`src/rtl/mem_block_mover_pkg.sv`:
```
// Shared types and defaults for the block mover.
// FSM state encoding, mode encoding and default widths.
package mem_block_mover_pkg;

    localparam int ADDR_W_DEF = 8;
    localparam int DATA_W_DEF = 8;
    localparam int LEN_W_DEF  = 9;

    localparam logic MODE_COPY = 1'b0;
    localparam logic MODE_FILL = 1'b1;

    typedef enum logic [1:0] {
        ST_IDLE,
        ST_READ,
        ST_WRITE,
        ST_DONE
    } state_t;

endpackage

```
`src/rtl/mem_block_mover_if.sv`:
```
// 8-bit data memory port shared by the mover and the memory.
// master: mem_read, mem_write, mem_address, mem_write_data out; mem_read_data in.
interface mem_block_mover_if #(
    parameter int ADDR_W = 8,
    parameter int DATA_W = 8
);
    logic              mem_read;
    logic              mem_write;
    logic [ADDR_W-1:0] mem_address;
    logic [DATA_W-1:0] mem_write_data;
    logic [DATA_W-1:0] mem_read_data;

    modport master (
        output mem_read,
        output mem_write,
        output mem_address,
        output mem_write_data,
        input  mem_read_data
    );

    modport slave (
        input  mem_read,
        input  mem_write,
        input  mem_address,
        input  mem_write_data,
        output mem_read_data
    );
endinterface

```
`src/rtl/mem_block_mover.sv`:
```
// Block COPY / FILL engine mastering the data memory port.
// Ports: clk, rst_n, start/mode/src_addr/dst_addr/length/fill_value, abort,
// busy, done, bytes_done; bus = memory port (master side).
module mem_block_mover
    import mem_block_mover_pkg::*;
#(
    parameter int ADDR_W = ADDR_W_DEF,
    parameter int DATA_W = DATA_W_DEF,
    parameter int LEN_W  = LEN_W_DEF
) (
    input  logic              clk,
    input  logic              rst_n,
    input  logic              start,
    input  logic              mode,
    input  logic [ADDR_W-1:0] src_addr,
    input  logic [ADDR_W-1:0] dst_addr,
    input  logic [LEN_W-1:0]  length,
    input  logic [DATA_W-1:0] fill_value,
    input  logic              abort,
    output logic              busy,
    output logic              done,
    output logic [LEN_W-1:0]  bytes_done,
    mem_block_mover_if.master bus
);

    state_t            state_q, state_d;
    logic              mode_q;
    logic [ADDR_W-1:0] src_q;
    logic [ADDR_W-1:0] dst_q;
    logic [LEN_W-1:0]  rem_q;
    logic [LEN_W-1:0]  count_q;
    logic [DATA_W-1:0] fill_q;
    logic [DATA_W-1:0] data_q;

    logic              rd;
    logic              wr;
    logic [ADDR_W-1:0] addr;
    logic [DATA_W-1:0] wdata;
    logic              accept;

    // abort beats a simultaneous start
    assign accept = start && !abort;

    always_ff @(posedge clk or negedge rst_n) begin
        if (!rst_n) begin
            state_q <= ST_IDLE;
        end else begin
            state_q <= state_d;
        end
    end

    always_comb begin
        state_d = state_q;
        busy    = 1'b0;
        done    = 1'b0;
        rd      = 1'b0;
        wr      = 1'b0;
        addr    = '0;
        wdata   = '0;
        unique case (state_q)
            ST_IDLE: begin
                if (accept) begin
                    if (length == '0) begin
                        state_d = ST_DONE;
                    end else if (mode == MODE_FILL) begin
                        state_d = ST_WRITE;
                    end else begin
                        state_d = ST_READ;
                    end
                end
            end
            ST_READ: begin
                busy    = 1'b1;
                rd      = 1'b1;
                addr    = src_q;
                state_d = abort ? ST_IDLE : ST_WRITE;
            end
            ST_WRITE: begin
                busy  = 1'b1;
                // gated so an aborted cycle never commits a byte
                wr    = !abort;
                addr  = dst_q;
                wdata = (mode_q == MODE_FILL) ? fill_q : data_q;
                if (abort) begin
                    state_d = ST_IDLE;
                end else if (rem_q == LEN_W'(1)) begin
                    state_d = ST_DONE;
                end else if (mode_q == MODE_COPY) begin
                    state_d = ST_READ;
                end else begin
                    state_d = ST_WRITE;
                end
            end
            ST_DONE: begin
                done    = 1'b1;
                state_d = ST_IDLE;
            end
            default: begin
                state_d = ST_IDLE;
            end
        endcase
    end

    always_ff @(posedge clk or negedge rst_n) begin
        if (!rst_n) begin
            mode_q  <= MODE_COPY;
            src_q   <= '0;
            dst_q   <= '0;
            rem_q   <= '0;
            count_q <= '0;
            fill_q  <= '0;
            data_q  <= '0;
        end else begin
            unique case (state_q)
                ST_IDLE: begin
                    if (accept) begin
                        mode_q  <= mode;
                        src_q   <= src_addr;
                        dst_q   <= dst_addr;
                        rem_q   <= length;
                        fill_q  <= fill_value;
                        count_q <= '0;
                    end
                end
                ST_READ: begin
                    if (!abort) begin
                        data_q <= bus.mem_read_data;
                        src_q  <= src_q + ADDR_W'(1);
                    end
                end
                ST_WRITE: begin
                    if (!abort) begin
                        dst_q   <= dst_q + ADDR_W'(1);
                        count_q <= count_q + LEN_W'(1);
                        rem_q   <= rem_q - LEN_W'(1);
                    end
                end
                default: begin
                end
            endcase
        end
    end

    assign bytes_done         = count_q;
    assign bus.mem_read       = rd;
    assign bus.mem_write      = wr;
    assign bus.mem_address    = addr;
    assign bus.mem_write_data = wdata;

endmodule

```
`src/flat_wrapper.sv`:
```
// flat-port wrapper written by rule: the top's interface ports become plain ports
module mem_block_mover_flat import mem_block_mover_pkg::*;
#(
    parameter int ADDR_W = ADDR_W_DEF,
    parameter int DATA_W = DATA_W_DEF,
    parameter int LEN_W  = LEN_W_DEF
)
  (clk, rst_n, start, mode, src_addr, dst_addr, length, fill_value, abort, busy, done, bytes_done, bus_mem_read, bus_mem_write, bus_mem_address, bus_mem_write_data, bus_mem_read_data);
  mem_block_mover_if #(.ADDR_W(ADDR_W), .DATA_W(DATA_W)) bus_i ();
  input  logic clk;
  input  logic rst_n;
  input  logic start;
  input  logic mode;
  input  logic [ADDR_W-1:0] src_addr;
  input  logic [ADDR_W-1:0] dst_addr;
  input  logic [LEN_W-1:0] length;
  input  logic [DATA_W-1:0] fill_value;
  input  logic abort;
  output logic busy;
  output logic done;
  output logic [LEN_W-1:0] bytes_done;
  output wire logic [$bits(bus_i.mem_read)-1:0] bus_mem_read;
  output wire logic [$bits(bus_i.mem_write)-1:0] bus_mem_write;
  output wire logic [$bits(bus_i.mem_address)-1:0] bus_mem_address;
  output wire logic [$bits(bus_i.mem_write_data)-1:0] bus_mem_write_data;
  input wire logic [$bits(bus_i.mem_read_data)-1:0] bus_mem_read_data;
  assign bus_mem_read = bus_i.mem_read;
  assign bus_mem_write = bus_i.mem_write;
  assign bus_mem_address = bus_i.mem_address;
  assign bus_mem_write_data = bus_i.mem_write_data;
  assign bus_i.mem_read_data = bus_mem_read_data;
  mem_block_mover #(.ADDR_W(ADDR_W), .DATA_W(DATA_W), .LEN_W(LEN_W)) u_core (.clk(clk), .rst_n(rst_n), .start(start), .mode(mode), .src_addr(src_addr), .dst_addr(dst_addr), .length(length), .fill_value(fill_value), .abort(abort), .busy(busy), .done(done), .bytes_done(bytes_done), .bus(bus_i));
endmodule
```
`config.mk`:
```
export PLATFORM = sky130hd
export DESIGN_NAME = mem_block_mover_flat
export DESIGN_NICKNAME = d
export VERILOG_FILES = /design/src/rtl/mem_block_mover_pkg.sv /design/src/rtl/mem_block_mover_if.sv /design/src/rtl/mem_block_mover.sv /design/src/flat_wrapper.sv
export SDC_FILE = /design/constraint.sdc
export NUM_CORES = 1
export LEC_CHECK = 0
export ABC_AREA = 1
export CORE_ASPECT_RATIO = 0.75
export CORE_UTILIZATION = 40
export CTS_BUF_LIST = sky130_fd_sc_hd__clkbuf_4
export DETAILED_ROUTE_END_ITERATION = 12
export HOLD_SLACK_MARGIN = 0.02
export PLACE_DENSITY = 0.66
export SYNTH_ARGS = -nofsm -noshare
export SYNTH_HDL_FRONTEND = slang
export SYNTH_SLANG_ARGS = --single-unit
```
`constraint.sdc`:
```
create_clock -name clk -period 1.76 [get_ports clk]
set_input_delay 0.352 -clock clk [delete_from_list [all_inputs] [get_ports clk]]
set_output_delay 0.352 -clock clk [all_outputs]
set_load 0.03 [all_outputs]
```
== Word level (Yosys, flattened, before mapping) ==
Index checks and enable logic that the tools add are counted.

* Output and inout port bits: 29
* Bits of input ports: 46
* Bits in registers: 53

* $add $sub $neg: 4
* Reductions and logical operators: 11
* Equal/unequal tests: 7
* Bitwise operators: 1
* Multiplexer cells: 27

{| class="wikitable"
|+ Operator list
! kind !! count
|-
| 8-bit 2-to-1 mux || 6
|-
| 8-bit case mux with 2 select lines || 3
|-
| 9-bit 2-to-1 mux || 4
|-
| 9-bit case mux with 2 select lines || 2
|-
| 8-bit by 1-bit adder with 8-bit output (second input constant) || 2
|-
| 2-bit 2-to-1 mux || 7
|-
| 9-bit by 1-bit adder with 9-bit output (second input constant) || 1
|-
| 9-bit by 1-bit equality test with 1-bit output (second input constant) || 1
|-
| 9-bit logical NOT || 1
|-
| 9-bit by 1-bit subtractor with 9-bit output (second input constant) || 1
|-
| 2-bit case mux with 4 select lines || 1
|-
| 3-bit AND reduction || 2
|-
| 2-bit equality test (second input constant) || 2
|-
| 1-bit 2-to-1 mux || 4
|-
| 2-bit != test (second input constant) || 2
|-
| 2-bit AND reduction || 2
|-
| 2-bit nonzero test || 2
|-
| 2-bit by 1-bit equality test with 1-bit output (second input constant) || 1
|-
| 2-bit logical NOT || 1
|-
| 2-bit by 1-bit != test with 1-bit output (second input constant) || 1
|-
| 2-bit OR reduction || 1
|-
| 1-bit logical AND || 1
|-
| 1-bit logical NOT || 1
|-
| 1-bit NOT || 1
|}

== Depth between registers and ports, before layout ==
* Depth in word-level cells: 4
* Gate-level depth with buffers: 10
* Mapped depth without buffers: 9

== Worst setup path after synthesis ==
OpenSTA, ideal clock, no wires.

* Kind: register to output
* From: reg u_core.state_q[1]
* To: out bus_mem_address[5]
* Data required time: 1.408 ns
* Arrival time: 1.764 ns
* Slack: -0.356 ns
* Stages on the path, launching flop included: 7
* Cells stage by stage: dfrtp_1 -> inv_1 -> ha_1 -> buf_6 -> buf_2 -> nand2_1 -> a21oi_1

* Cells in the longest elaborated chain, start to end: 2
* Elaborated cells between the ends (all ways): 3
* Those cells by class: 2 x eq/ne; 1 x mux

{| class="wikitable"
|+ Ends and longest elaborated chain
! what !! line !! text
|-
| from (decl) || mem_block_mover.sv:26 || <nowiki>state_t state_q, state_d;</nowiki>
|-
| from (signal assigned) || mem_block_mover.sv:48 || <nowiki>state_q <= state_d;</nowiki>
|-
| 2-bit equality test or 2-bit by 1-bit equality test with 1-bit output (tied branches) || mem_block_mover.sv:60 || <nowiki>unique case (state_q)</nowiki>
|-
| 8-bit case mux with 2 select lines * || mem_block_mover.sv:60 ||
|-
| to (decl) || flat_wrapper.sv:24 || <nowiki>output wire logic [$bits(bus_i.mem_address)-1:0] bus_mem_address;</nowiki>
|}

Every way passes the cells marked *; elsewhere a longest branch is shown, timed or not.

== Worst setup path after layout ==
* From: reg u_core.state_q[1]
* To: out bus_mem_write_data[6]

* Cells in the longest elaborated chain, start to end: 2

{| class="wikitable"
|+ Ends and longest elaborated chain
! what !! line !! text
|-
| 2-bit equality test || mem_block_mover.sv:60 ||
|-
| 8-bit 2-to-1 mux || mem_block_mover.sv:60 ||
|-
| to (decl) || flat_wrapper.sv:25 || <nowiki>output wire logic [$bits(bus_i.mem_write_data)-1:0] bus_mem_write_data;</nowiki>
|}

Every way passes these cells.

==> results_dict.tcl <==
set metrics [dict create \
    outcome "complete, but fails checks" \
    violations "negative setup slack" \
    syn_inst 477 \
    skew_ns 0.0174 \
    critPathLaunch "u_core.state_q[1]" \
    critPathKind "register to output port" \
    cts_tree "done" \
    total_power_mw 7.57 \
    cp_num_buf_inv 5 \
    cts_root_buf "clkbuf_4" \
    start_util_pct 41.4 \
    syn_to_final_growth_pct 45.8 \
    drc 0 \
    drive_above_1_share_pct 21.6 \
    design_area_um2 4760 \
    r2r_cells 12 \
    yosysTopAreaCell "dfrtp_1" \
    min_period_over_period_pct 121 \
    dr.pass1.iters 4 \
    grt_util_met2_pct 35.6 \
    hold_class "primary input to register" \
    synth_top_area_share_pct 40.6 \
    startpoint_type "register" \
    antenna_found_initial 0 \
    required_ns 1.41 \
    grt-ovfl-total 0 \
    io_pins 75 \
    maxCapViolCount 0 \
    globalRoute.busiestLayer "met2" \
    crit_chain "buf_4 > buf_6 > ha_4 > buf_12 > buf_4 > o21ai_2 > nor2_2 > buf_6" \
    dpl-instance-area_um2 4230 \
    setup_viol_count_final 36 \
    grt_max_degree 54 \
    antenna_cells 0 \
    grt_pass1_wl_um 14700 \
    worst_pin_slew_ns 0.309 \
    htree_levels 2 \
    hold_end "u_core.fill_q[2]" \
    dpl.hpwl_um 6240 \
    rows 28 \
    crit_arrival_ns 1.78 \
    slowest_stage "dfrtp_1" \
    crit_fanout 7 \
    layout_commonest_cell "nand2_1" \
    setup_ws_ns -0.372 \
    synth.avg_cell_area_um2 6.84 \
    r2r_slack_ns -0.27 \
    syn_area_um2 3260 \
    finalNetCount 637 \
    synth.area.top_cells "dfrtp_1 41%, nand2_1 23%, nor2_1 5.5%, nand3_1 4.9%, o21ai_0 4.3%" \
    worstHoldPathCells 3 \
    layout_common_cells "190 x nand2_1, 53 x dfrtp_1, 44 x clkdlybuf4s50_1, 37 x nor2_1, 32 x nand3_1" \
    r2r_end "u_core.rem_q[4]" \
    fmax_mhz 469 \
    rsz0062_at_grt "true" \
    gp_congestion 0.792 \
    drt_iter0_drc 188 \
    finalCriticalPeriod_ns 2.13 \
    wl_um 9250 \
    detail-route-antenna-nets 0 \
    maxSlewHeadroom_pct 79.4 \
    slew_violations 0 \
    cp-end-kind "output port" \
    yosys.cell_types.count 31 \
    path_clk_slew_ns 0.18 \
    r2r-start "u_core.state_q[1]" \
    syn_nets 532 \
    grt_usage_pct 21.6 \
    io_buffers 74 \
    worstHoldStart "fill_value[2]" \
    die_y_um 80.2 \
    grtUsageMet3_pct 3.33 \
    max_stage_delay_ns 0.44 \
    clock_sinks 53 \
    clk-insertion-delay-late_ns 0.39 \
    clk_path_buf_depth 2 \
    yosysWarnings 0 \
    core_area_um2 7880 \
    wl_per_cell_um 13.4 \
    leakagePower_nw 2.31 \
    vias_per_cell 4.98 \
    dieArea_um2 8530 \
    die_w_um 106 \
    final_core_util_pct 60.4 \
    numCtsBuffers 5 \
    irDropWorstVdd_v 0.000665 \
    synth_seq_area_share_pct 40.6 \
    cp_top_family "buffers and inverters" \
    hold_violations 0 \
    grt_util_met1_pct 30.2 \
    vias 3427 \
    ys_seq_elements 53 \
    grt_pass1_vias 3135 \
    power_density_nw_per_um2 1590 \
]
==> layer usage <==
metal / share of wire (%) / wire, um
met3: 4.7 / 436
met1: 48 / 4450
met2: 46 / 4280
met4: 0.85 / 79
met5: 0 / 0
==> cell type report <==
type                    count  area (um^2)
clock inverters             3         46.3
well taps                 105          131
clock buffers               5         37.5
inverters                  41          169
flip-flops and latches     53         1330
multi-input cells         368         1900
fillers                   726         3120
repair buffers            113         1150
==> report_power, final <==
part           switching, mW  total [mW]  internal [mW]
logic                   2.68        4.64           1.97
clock network          0.426       0.728          0.302
registers              0.474        2.20           1.72
total                   3.58        7.57           3.99
==> sequential cells by signal, summed over array words and instances, names as in the netlist <==
| signal | cells |
|---|---|
| u_core.fill_q | 8 |
| u_core.rem_q | 9 |
| u_core.mode_q | 1 |
| u_core.state_q | 2 |
| u_core.bytes_done | 9 |
| u_core.dst_q | 8 |
| u_core.data_q | 8 |
| u_core.src_q | 8 |
==> cell families after synthesis <==
| logic type | after synthesis | share of synthesized area, % |
|---|---|---|
| AO/OA/AOI/OAI | 61 | 10.4 |
| adder cells (fa/ha/maj) | 9 | 3.45 |
| AND/OR/NAND/NOR | 295 | 36.8 |
| buffers and inverters | 56 | 7.98 |
| flip-flops | 53 | 40.6 |
| XOR/XNOR | 3 | 0.805 |
==> worst max-delay path by stage <==
stage                       endpoint  slack (ns)  cells past startpoint
6_report       bus_mem_write_data[6]       -0.37                      8
5_1_grt           bus_mem_address[7]       -0.45                      5
4_1_cts           bus_mem_address[6]       -0.33                      5
3_5_place_dp      bus_mem_address[5]        0.03                      5
3_3_place_gp         u_core.src_q[6]     -0.0003                      7
2_1_floorplan     bus_mem_address[0]       -0.08                      4
==> worst reg2reg max path, stage by stage, from the launching register on <==
cell and delay, ns:
dfrtp_1 0.42, buf_4 0.13, buf_6 0.09, ha_4 0.19
clkbuf_16 0.18, buf_4 0.11, buf_4 0.11, clkinvlp_4 0.21
buf_6 0.22, buf_4 0.13, a21oi_2 0.10, nand2_1 0.05
nand2_1 0.05
==> stage by stage <==
| step | TNS, ns | setup WS [ns] | std cells | hold WS [ns] |
|---|---|---|---|---|
| 3_5_place_dp | 0 | 0.0250 | 660 | 0.372 |
| 5_1_grt | -11.08 | -0.452 | 688 | 0.462 |
| 3_3_place_gp | -0.000346 | -0.000346 | 660 | 0.372 |
| 2_1_floorplan | -0.552 | -0.0802 | 477 | 0.0564 |
| 6_report | -7.87 | -0.372 | 688 | 0.468 |
| 4_1_cts | -4.48 | -0.335 | 675 | 0.453 |
==> synthesized netlist by cell type <==
master	instances
a21boi_0	1
a21oi_1	11
buf_2	5
buf_4	5
buf_6	3
clkbuf_1	2
clkinv_1	2
dfrtp_1	53
ha_1	9
inv_1	35
inv_2	3
inv_4	1
nand2_1	197
nand2_2	1
nand2_4	1
nand3_1	32
nand3_2	1
nand4_1	12
nor2_1	48
nor3_1	1
o211ai_1	2
o211ai_2	1
o21ai_0	28
o21ai_1	13
o21ai_2	1
o21bai_1	1
o22ai_1	1
o31ai_1	1
o31ai_2	1
or2_2	2
xnor2_1	3
==> repair_timing <==
action | in CTS | in global routing
pin swaps | 3 | 7
resized for setup | 63 | 39
endpoints found under the hold margin | 53 | 0
setup buffers | 5 | 13
setup endpoints to repair | 29 | 45
cloned | 1 | 3
hold buffers | 1 | 0
Note: power is estimated with default switching activity, not from simulation.
